**src/rtl/vga_fb_pkg.sv**
```systemverilog
// Shared framebuffer constants, plot record and address helper.
package vga_fb_pkg;

    localparam int FB_W      = 320;
    localparam int FB_H      = 240;
    localparam int FB_DEPTH  = 76800;
    localparam int FB_ADDR_W = 17;
    localparam int COLOUR_W  = 3;

    typedef struct packed {
        logic [8:0]          x;
        logic [7:0]          y;
        logic [COLOUR_W-1:0] colour;
    } plot_t;

    typedef enum logic {
        S_RUN   = 1'b0,
        S_CLEAR = 1'b1
    } sink_state_e;

    // y*320 + x as two shifts and two adds; the result wraps at 17 bits.
    function automatic logic [FB_ADDR_W-1:0] fb_lin_addr(input logic [8:0] x,
                                                         input logic [7:0] y);
        logic [FB_ADDR_W-1:0] yy;
        logic [FB_ADDR_W-1:0] xx;
        yy = {9'd0, y};
        xx = {8'd0, x};
        return (yy << 8) + (yy << 6) + xx;
    endfunction

endpackage

```
**src/rtl/plot_fifo.sv**
```systemverilog
// Synchronous FIFO of plot records. Pointers carry one extra wrap bit so
// full and empty are distinguishable. The caller never pushes into a full
// FIFO unless it pops in the same cycle.
module plot_fifo
    import vga_fb_pkg::*;
#(
    parameter int DEPTH = 8
) (
    input  logic  clk,
    input  logic  rst,
    input  logic  push,
    input  logic  pop,
    input  plot_t din,
    output plot_t dout,
    output logic  full,
    output logic  empty
);

    localparam int AW = $clog2(DEPTH);

    plot_t         mem_q [DEPTH];
    logic [AW:0]   wr_q, wr_d;
    logic [AW:0]   rd_q, rd_d;

    // Pointer advance on push/pop.
    always_comb begin
        wr_d = wr_q;
        rd_d = rd_q;
        if (push) wr_d = wr_q + 1'b1;
        if (pop)  rd_d = rd_q + 1'b1;
    end

    // Pointer registers; reset discards all contents.
    always_ff @(posedge clk) begin
        if (rst) begin
            wr_q <= '0;
            rd_q <= '0;
        end else begin
            wr_q <= wr_d;
            rd_q <= rd_d;
        end
    end

    // Storage write; entries need no reset since the pointers gate them.
    always_ff @(posedge clk) begin
        if (push) mem_q[wr_q[AW-1:0]] <= din;
    end

    assign dout  = mem_q[rd_q[AW-1:0]];
    assign empty = (wr_q == rd_q);
    assign full  = (wr_q[AW] != rd_q[AW]) && (wr_q[AW-1:0] == rd_q[AW-1:0]);

endmodule

```
**src/rtl/vga_plot_sink.sv**
```systemverilog
// Plot sink: buffers plot strobes, converts them to linear framebuffer
// addresses and writes them through the shared port; also sweeps the whole
// framebuffer on a clear request.
// Optional macro PLOT_BOUNDS_CHECK_EN discards off-screen plots and flags oob.
module vga_plot_sink
    import vga_fb_pkg::*;
#(
    parameter int                  FIFO_DEPTH   = 8,
    parameter logic [COLOUR_W-1:0] CLEAR_COLOUR = 3'b000
) (
    input  logic                 clk,
    input  logic                 rst,
    input  logic [8:0]           plot_x,
    input  logic [7:0]           plot_y,
    input  logic [COLOUR_W-1:0]  plot_colour,
    input  logic                 plot,
    input  logic                 src_done,
    input  logic                 clear,
    input  logic                 fb_busy,
    output logic                 fb_wr_en,
    output logic [FB_ADDR_W-1:0] fb_addr,
    output logic [COLOUR_W-1:0]  fb_data,
    output logic                 clearing,
    output logic                 flushed,
    output logic                 overflow,
    output logic                 oob
);

    sink_state_e          state_q, state_d;
    logic [FB_ADDR_W-1:0] cnt_q, cnt_d;
    logic                 wr_en_q, wr_en_d;
    logic [FB_ADDR_W-1:0] addr_q, addr_d;
    logic [COLOUR_W-1:0]  data_q, data_d;
    logic                 ovf_q, ovf_d;
    logic                 flushed_q, flushed_d;

    plot_t in_plot, head;
    logic  fifo_full, fifo_empty;
    logic  in_range, push, pop, drop_full, clear_start;

    assign in_plot = '{x: plot_x, y: plot_y, colour: plot_colour};

`ifdef PLOT_BOUNDS_CHECK_EN
    assign in_range = (plot_x < 9'(FB_W)) && (plot_y < 8'(FB_H));
`else
    assign in_range = 1'b1;
`endif

    // A clear request wins over a pop in the same cycle; the head stays
    // queued and is written after the sweep.
    assign clear_start = (state_q == S_RUN) && clear;
    assign pop         = (state_q == S_RUN) && !clear && !fifo_empty && !fb_busy;
    assign push        = plot && in_range && (!fifo_full || pop);
    assign drop_full   = plot && in_range && fifo_full && !pop;

    plot_fifo #(.DEPTH(FIFO_DEPTH)) u_fifo (
        .clk   (clk),
        .rst   (rst),
        .push  (push),
        .pop   (pop),
        .din   (in_plot),
        .dout  (head),
        .full  (fifo_full),
        .empty (fifo_empty)
    );

    // Next state, write port and sticky flags.
    always_comb begin
        state_d   = state_q;
        cnt_d     = cnt_q;
        wr_en_d   = 1'b0;
        addr_d    = addr_q;
        data_d    = data_q;
        ovf_d     = ovf_q | drop_full;
        flushed_d = src_done && fifo_empty && !wr_en_q && !push;
        case (state_q)
            S_RUN: begin
                if (clear) begin
                    state_d = S_CLEAR;
                    cnt_d   = '0;
                    ovf_d   = 1'b0;
                end else if (pop) begin
                    wr_en_d = 1'b1;
                    addr_d  = fb_lin_addr(head.x, head.y);
                    data_d  = head.colour;
                end
            end
            S_CLEAR: begin
                if (!fb_busy) begin
                    wr_en_d = 1'b1;
                    addr_d  = cnt_q;
                    data_d  = CLEAR_COLOUR;
                    if (cnt_q == FB_ADDR_W'(FB_DEPTH - 1)) begin
                        state_d = S_RUN;
                        cnt_d   = '0;
                    end else begin
                        cnt_d = cnt_q + 1'b1;
                    end
                end
            end
            default: state_d = S_RUN;
        endcase
    end

    // State and output registers.
    always_ff @(posedge clk) begin
        if (rst) begin
            state_q   <= S_RUN;
            cnt_q     <= '0;
            wr_en_q   <= 1'b0;
            addr_q    <= '0;
            data_q    <= '0;
            ovf_q     <= 1'b0;
            flushed_q <= 1'b0;
        end else begin
            state_q   <= state_d;
            cnt_q     <= cnt_d;
            wr_en_q   <= wr_en_d;
            addr_q    <= addr_d;
            data_q    <= data_d;
            ovf_q     <= ovf_d;
            flushed_q <= flushed_d;
        end
    end

`ifdef PLOT_BOUNDS_CHECK_EN
    logic oob_q, oob_d;

    // Sticky off-screen flag, cleared when a sweep starts.
    always_comb begin
        oob_d = oob_q;
        if (clear_start)             oob_d = 1'b0;
        else if (plot && !in_range)  oob_d = 1'b1;
    end

    // Off-screen flag register.
    always_ff @(posedge clk) begin
        if (rst) oob_q <= 1'b0;
        else     oob_q <= oob_d;
    end

    assign oob = oob_q;
`else
    assign oob = 1'b0;
`endif

    assign fb_wr_en = wr_en_q;
    assign fb_addr  = addr_q;
    assign fb_data  = data_q;
    assign clearing = (state_q == S_CLEAR);
    assign flushed  = flushed_q;
    assign overflow = ovf_q;

endmodule

```
**config.mk**
```make
export PLATFORM = sky130hd
export DESIGN_NAME = vga_plot_sink
export DESIGN_NICKNAME = d
export VERILOG_FILES = /design/src/rtl/vga_fb_pkg.sv /design/src/rtl/plot_fifo.sv /design/src/rtl/vga_plot_sink.sv
export SDC_FILE = /design/constraint.sdc
export NUM_CORES = 1
export LEC_CHECK = 0
export CORE_ASPECT_RATIO = 2
export CORE_MARGIN = 3
export CORE_UTILIZATION = 42
export CTS_CLUSTER_SIZE = 28
export DETAILED_ROUTE_END_ITERATION = 16
export HOLD_SLACK_MARGIN = 0.02
export PLACE_DENSITY = 0.65
export SYNTH_ARGS = -nofsm -noshare
export SYNTH_HDL_FRONTEND = slang
export SYNTH_SLANG_ARGS = --single-unit
```
**constraint.sdc**
```tcl
create_clock -name clk -period 4.91 [get_ports clk]
set_input_delay 0.982 -clock clk [delete_from_list [all_inputs] [get_ports clk]]
set_output_delay 0.982 -clock clk [all_outputs]
set_load 0.005 [all_outputs]
```
==> results.cfg, run 1 <==
[run_status]
run_status = completed

[synth]
synth-xor-area-share = 0.0283
ys.flop_type = edfxtp_1
synth_top_family_by_area = multiplexers
synth_area_mm2 = 0.00893
synth.area.top_cells = edfxtp_1 54%, dfxtp_1 12%, mux4_2 10%
yosysTopAreaCellShare = 0.538
yosysTopAreaCell = edfxtp_1
async_reset_ff_frac = 0
syn_nets = 609
ys_warn_count = 0
synth-adder-area-share = 0.0297
synth_edf_count = 160
synth_seq_cells = 212
ys_seq_area_frac = 0.655
avgSynthCellArea_um2 = 15.9
syn_inst = 563
yosysUniqueCellTypes = 61
synth-simple-area-share = 0.0816
synthMuxAreaShare = 0.133
synth_compound_area_frac = 0.0513

[global_routing]
grt_overflow_total = 0
gr-usage-all-layers = 0.165
grt_pass1_wl_mm = 29.0
grt_pass1_vias = 5332
grt_max_degree = 30
antenna_found_initial = 0

[setup_path]
cp_max_fo = 18
endpoint_kind = flop
slowest_delay_ps = 740
path_cells = mux4_2 > mux2_2 > ha_1 > ha_1 > fa_1 > a21o_1 > a41o_1 > or4_1 > a2111oi_0 > nand2b_1
worstPathRequired_ps = 5330
critPathKind = flop to flop
cp-start-kind = flop
cp.arrival_ps = 4480
path_common_cell = ha_1
cp_slowest_cell = dfxtp_2

[detailed_routing]
drt_iter0_markers = 272
via_per_inst = 5.58
antenna_left = 0
drt_first_pass_iters = 4
routed_wl_mm = 18.5
drc = 0
vias = 5010
avgRoutedWirePerCell_um = 20.6

[pwr]
p_per_area_mw_per_mm2 = 383
peakVddDrop_mv = 0.263
total_power_mw = 3.99
leakage_nw = 3.44

[hold_path]
min_path_type = flop to flop

[sta]
finalHoldViolCount = 0
skew_ps = 9.81
post-route-min-period_ps = 4060
finalWorstSetupSlack_ps = 850
tightest_slew_ps = 1030
setup_viol = 0
relSlewSlack = 0.311
rsz0062_at_grt = false
slew_violations = 0
fmax_mhz = 246
fin_tns_setup_ps = 0
fin_crit_sh = 0.827

[clock_network]
clk_root_buffer_cell = clkbuf_16
postCtsResizedCells = 0
ctsHoldBuffers = 0
clock_path_buffers = 3
clk_latency_ps = 480
clkSlewWorstSetupHoldPaths_ps = 70
cts_tree = done
numCtsBuffers = 19
cts_setup_buffers = 0
cts_sinks = 212
htreeDepth = 1

[final_layout]
fillers = 1672
areaGrowthSynthToFinish_pct = 16.7
design_area_mm2 = 0.0104
diodes = 0
final_common_cell = edfxtp_1
mostFrequentLayoutCells = 160 x edfxtp_1, 52 x nor2_1, 51 x dfxtp_1, 49 x clkdlybuf4s50_1, 40 x mux4_2
drive_gt1_frac = 0.185
nets = 666

[floorplan]
num_rows = 74
die_area_mm2 = 0.0231
fp.dieH_um = 212
pin_count = 51
die_w_um = 109
core_area_mm2 = 0.0206
start_util = 0.432

[place]
dpl.hpwl_mm = 12.7
io_buffers = 49
post-place-ws_ps = 840
gp_congestion = 0.863
dpl-instance-area_mm2 = 0.00975

[run]
max_cap_violations = 0
worst paths after layout:
| path | from | to | slack (ps) | depth (start not counted) |
|---|---|---|---|---|
| max reg2reg | flop | fb_addr[15] | 850 | 10 |
| max | flop | fb_addr[15] | 850 | 10 |
| min | fb_data[2] | fb_data[2] | 470 | 2 |
| min reg2reg | fb_data[2] | fb_data[2] | 470 | 2 |
stage by stage:
stage	instances	util	hold slack [ps]
finish	898	0.505	469
global route	898	0.505	496
CTS	898	0.505	469
detailed placement	865	0.472	461
global placement	865	0.472	447
floorplan	563	-	448
sequential cells by signal, indices dropped and copies added, names as in the netlist, named ones only:
name          count
flushed           1
u_fifo.wr_q       4
fb_wr_en          1
u_fifo.mem_q    160
cnt_q            17
fb_addr          17
fb_data           3
overflow          1
clearing          1
u_fifo.rd_q       4
power by group:
part	switching [mW]	internal [mW]
Sequential	0.0321	1.98
Clock	0.646	0.931
Combinational	0.215	0.193
synthesized netlist by cell type (9+ instances only):
| library cell | n |
|---|---|
| a21oi_1 | 16 |
| buf_2 | 11 |
| clkbuf_1 | 9 |
| dfxtp_1 | 52 |
| edfxtp_1 | 160 |
| ha_1 | 18 |
| mux2_2 | 10 |
| mux2i_1 | 17 |
| mux4_2 | 40 |
| nand2_1 | 18 |
| nand4_1 | 10 |
| nor2_1 | 54 |
| nor3_1 | 12 |
| xor2_1 | 14 |
worst max-delay path, delay by kind of cell, from the launching register on:
kind,cells,cell delay (ps)
AO/OA/AOI/OAI,3,820
adder cells (fa/ha/maj),3,970
flip-flops,1,740
multiplexers,2,880
AND/OR/NAND/NOR,2,580
cell type report:
class                      instances  area, um2  share of cell area
clock inverter                    14        194              0.0186
timing repair buffer              65        611              0.0586
tap                              266        333              0.0319
clock buffer                      19        475              0.0456
multi-input combinational        315       2930               0.282
inverter                           7       26.3             0.00252
sequential                       212       5850               0.561
kinds of logic after synthesis:
kind of cell,count (synthesis)
other,1
xor gates and xnor gates,25
and+or+nand+nor,142
adders and majority gates,20
buffers and inverters,36
AOI/OAI and AO/OA,60
muxes,67
DFF,212
layer usage:
metal  vias to the layer above  part of all wire  global-route usage  wire [um]
li1                       2309                 -                   -          -
met1                      2531              0.35               0.176       6510
met2                       128              0.56               0.313      10300
met3                        42             0.045              0.0231        838
met4                         0             0.044              0.0737        816
met5                         -                 0                   0          0
Power figures use the tool's default switching activity.
==> run 2, diff against run 1 <==
Settings changed: PLACE_DENSITY 0.65 to 0.67.
Clock period 4.91 ns to 3.35 ns, I/O delays scaled along.
==> results.cfg, run 2 (same netlist as run 1, synthesis figures left out) <==
[detailed_routing]
drc = 0
via_per_inst = 5.44
drt_iter0_markers = 337
drt_first_pass_iters = 5
routed_wl_mm = 18.7
antenna_left = 0
vias = 5090
avgRoutedWirePerCell_um = 20.1

[setup_path]
cp-start-kind = flop
slowest_delay_ps = 480
path_cells = buf_12 > buf_6 > mux4_2 > mux2_4 > ha_4 > ha_4 > fa_2 > a21o_1 > a41o_1 > or4_4 > a2111oi_4 > nand2b_1
endpoint_kind = flop
cp_max_fo = 6
cp.arrival_ps = 4000
worstPathRequired_ps = 3790
cp_slowest_cell = mux4_2
path_delay_family = compound AO/OA/AOI/OAI gates
cp_num_buf_inv = 2
path_common_cell = ha_4
critPathKind = flop to flop

[place]
gp_congestion = 0.815
post-place-ws_ps = -340
io_buffers = 49
dpl.hpwl_mm = 12.6
dpl-instance-area_mm2 = 0.0100

[global_routing]
grt_overflow_total = 0
antenna_found_initial = 0
grt_pass1_wl_mm = 29.5
gr-usage-all-layers = 0.169
grt_pass1_vias = 5448
grt_max_degree = 27

[floorplan]
num_rows = 74
fp.dieH_um = 212
pin_count = 51
start_util = 0.432
die_w_um = 109
core_area_mm2 = 0.0206
die_area_mm2 = 0.0231

[clock_network]
clock_path_buffers = 3
htreeDepth = 1
numCtsBuffers = 19
ctsHoldBuffers = 0
cts_sinks = 212
cts_tree = done
clkSlewWorstSetupHoldPaths_ps = 70
clk_latency_ps = 500
clk_root_buffer_cell = clkbuf_16

[final_layout]
fillers = 1644
final_common_cell = edfxtp_1
areaGrowthSynthToFinish_pct = 21.5
design_area_mm2 = 0.0108
mostFrequentLayoutCells = 160 x edfxtp_1, 52 x nor2_1, 51 x dfxtp_1, 49 x clkdlybuf4s50_1, 43 x buf_4
diodes = 0
nets = 702
largest_register_ffs = 160
drive_gt1_frac = 0.254

[sta]
relSlewSlack = 0.368
rsz0062_at_grt = true
hold_slack_ps = 479
tightest_slew_ps = 945
finalHoldViolCount = 0
skew_ps = 18.9
slew_violations = 0
finalWorstSetupSlack_ps = -209
post-route-min-period_ps = 3560
fin_tns_setup_ps = -209
setup_viol = 1
fin_crit_sh = 1.06
fmax_mhz = 281

[hold_path]
min_path_type = flop to flop

[pwr]
p_per_area_mw_per_mm2 = 528
leakage_nw = 3.60
peakVddDrop_mv = 0.296

[run]
max_cap_violations = 0

[run_status]
violations = setup timing
run_status = finished, violations left
==> run 2: changes by cell type in the layout (fill, tap and decap cells not counted), moves of 4 or more <==
cell       change
bufinv_16      -4
buf_4         +27
buf_6          +5
mux2i_1        -5
clkbuf_1       +6
buf_12         +4
ha_1           -7
ha_4           +7
==> run 2: layer usage <==
layer / track usage / up-vias / wire length (um)
met5: 0 / - / 0
met4: 0.0750 / 0 / 652
met3: 0.0201 / 34 / 875
met2: 0.321 / 150 / 10500
met1: 0.183 / 2533 / 6720
li1: - / 2373 / -
==> run 2: worst register-to-register path, cell delays in order, from the launching register on <==
cell       delay (ps)
dfxtp_4           370
buf_12            130
buf_6             100
mux4_2            480
mux2_4            320
ha_4              170
ha_4              150
fa_2              340
a21o_1            210
a41o_1            250
or4_4             450
a2111oi_4         380
nand2b_1          150
==> run 2: metrics by stage <==
stage	power, mW	std cells	utilization
floorplan	3.40	563	-
CTS	5.75	933	0.522
global route	5.98	935	0.525
finish	5.73	935	0.525
detailed placement	3.67	892	0.484
global placement	3.65	892	0.484
==> run 2: cell type report <==
cell class | instances | area (um2) | area share
clock inverters | 9 | 63.8 | 0.00588
well taps | 266 | 333 | 0.0307
inverters | 7 | 26.3 | 0.00242
multi-input cells | 315 | 3120 | 0.288
repair buffers | 101 | 950 | 0.0876
clock buffers | 25 | 498 | 0.0459
flip-flops and latches | 212 | 5850 | 0.539
==> run 2: what timing repair did <==
action	4_1_cts	5_1_grt
endpoints found under the hold margin	0	0
setup endpoints to repair	4	4
gates cloned	1	0
pin swaps	10	13
gates resized for setup	25	12
setup buffers	6	3
==> run 2: worst paths after layout <==
path / startpoint / endpoint / slack, ps / cells past startpoint
worst max-delay path: flop / fb_addr[15] / -210 / 12
worst min-delay path: fb_addr[9] / fb_addr[9] / 480 / 2
worst max register to register: flop / fb_addr[15] / -210 / 12
worst min register to register: fb_addr[9] / fb_addr[9] / 480 / 2
==> run 2: power by group <==
group / switching, mW / internal (mW)
combinational: 0.381 / 0.408
clock: 0.938 / 1.06
sequential: 0.0412 / 2.90
total: 1.36 / 4.37
==> run 3, diff against run 2 <==
Settings changed: CORE_MARGIN 3 to unset.
==> results.cfg, run 3 (same netlist as run 1, synthesis figures left out) <==
[setup_path]
cp_slowest_cell = mux4_2
slowest_delay_ps = 490
cp_num_buf_inv = 2
cp_max_fo = 5
critPathKind = flop to flop
endpoint_kind = flop
worstPathRequired_ps = 3780
cp-start-kind = flop
path_delay_family = multiplexers
path_cells = buf_12 > buf_12 > mux4_2 > mux2_4 > ha_4 > ha_4 > fa_2 > a21o_1 > a41o_1 > or4_4 > a2111oi_4 > nand2b_1
cp.arrival_ps = 3870
r2r_slack_ps = -90

[pwr]
swShare = 0.226
switchingPower_mw = 1.33
pwr-share-comb = 0.132
total_power_mw = 5.86
leakage_nw = 3.62
p_per_area_mw_per_mm2 = 543
intPower_mw = 4.54
pwr-share-clk = 0.367
pwr-share-seq = 0.501
peakVddDrop_mv = 0.269

[final_layout]
largest_register_ffs = 160
mostFrequentLayoutCells = 160 x edfxtp_1, 52 x nor2_1, 51 x dfxtp_1, 49 x clkdlybuf4s50_1, 44 x buf_4
diodes = 0
drive_gt1_frac = 0.250
nets = 699
final_common_cell = edfxtp_1
areaGrowthSynthToFinish_pct = 21.1

[run_status]
violations = setup timing
run_status = finished, violations left

[floorplan]
pin_count = 51
die_w_um = 105
num_rows = 75
die_area_mm2 = 0.0219
fp.dieH_um = 208
core_area_mm2 = 0.0209
start_util = 0.427

[sta]
relSlewSlack = 0.374
post-route-min-period_ps = 3440
finalHoldViolCount = 0
skew_ps = 15.0
finalWorstSetupSlack_ps = -85.3
setup_viol = 3
rsz0062_at_grt = true
fin_tns_setup_ps = -183
fin_crit_sh = 1.03
tightest_slew_ps = 936
slew_violations = 0
fmax_mhz = 291

[place]
io_buffers = 49
post-place-ws_ps = -271
dpl.hpwl_mm = 12.2
gp_congestion = 0.888

[global_routing]
grt_util_met3 = 0.0204
grt_pass1_vias = 5413
grt.busiest_layer = met2
grt_pass1_wl_mm = 29.1
grt_overflow_total = 0
gr-usage-all-layers = 0.175
met1_usage = 0.192
grt_max_degree = 27
antenna_found_initial = 0
grtUsageMet2 = 0.323

[clock_network]
clk_latency_ps = 490
clock_path_buffers = 3
htreeDepth = 1
cts_sinks = 212
clkSlewWorstSetupHoldPaths_ps = 60
cts_tree = done
clk_root_buffer_cell = clkbuf_16
ctsHoldBuffers = 0
numCtsBuffers = 18

[detailed_routing]
avgRoutedWirePerCell_um = 19.6
drc = 0
drt_first_pass_iters = 6
drt_iter0_markers = 252
vias = 5040
routed_wl_mm = 18.3
antenna_left = 0
via_per_inst = 5.40

[hold_path]
min_path_type = flop to flop

[run]
max_cap_violations = 0
run 3: changes by cell type in the layout (fill, tap and decap cells not counted), moves of 2 or more:
cell        delta
clkinvlp_4     -5
buf_6          -3
clkbuf_1       -3
ha_1           +3
ha_4           -3
mux2i_4        -3
bufinv_16      +2
clkbuf_8       +2
clkinvlp_2     +2
mux2i_2        +2
run 3: power by group through the flow:
| stage | sequential, mW | clock, mW | combinational (mW) |
|---|---|---|---|
| after detailed placement | 3.00 | 0 | 0.678 |
| after floorplan | 2.98 | 0 | 0.424 |
| after global routing | 2.94 | 2.30 | 0.846 |
| after global placement | 2.99 | 0 | 0.659 |
| after CTS | 2.94 | 2.21 | 0.743 |
| final | 2.94 | 2.15 | 0.773 |
run 3: path summary, 6_finish.rpt:
kind	startpoint	cells past startpoint	end
setup / recovery	flop	12	fb_addr[15]
setup reg to reg	flop	12	fb_addr[15]
hold / removal	fb_addr[9]	2	fb_addr[9]
hold reg to reg	fb_addr[9]	2	fb_addr[9]
run 3: final cells by class:
cell class,count,area [um2]
inverters,7,26.3
repair buffers,99,923
clock inverters,7,92.6
multi-input cells,315,3060
clock buffers,24,514
fillers,1679,10100
well taps,269,337
flip-flops and latches,212,5850
run 3: timing repair:
item                       4_1_cts  5_1_grt
cloned                           1        0
buffers inserted                 3        4
gates resized for setup         18        9
hold endpoints to repair         0        0
pin swaps                        9        8
setup endpoints to repair        4        5
run 3: routing by layer:
metal	part of all wire	up-vias
met2	0.55	126
met4	0.036	0
li1	-	2366
met3	0.033	35
met1	0.38	2513
met5	0	-
run 3: per-stage QoR:
stage	cell area [um2]	hold WS, ps	cells	util
floorplan	8980	448	563	-
global placement	10000	446	895	0.478
detailed placement	10000	463	895	0.478
CTS	10800	472	930	0.514
global route	10800	504	933	0.516
finish	10800	473	933	0.516
run 3: worst min-delay path: cells and delay by family, from the launching register on:
family	cells	cell delay (ps)
AO/OA/AOI/OAI	1	50
AND/OR/NAND/NOR	1	50
flip-flops	1	320
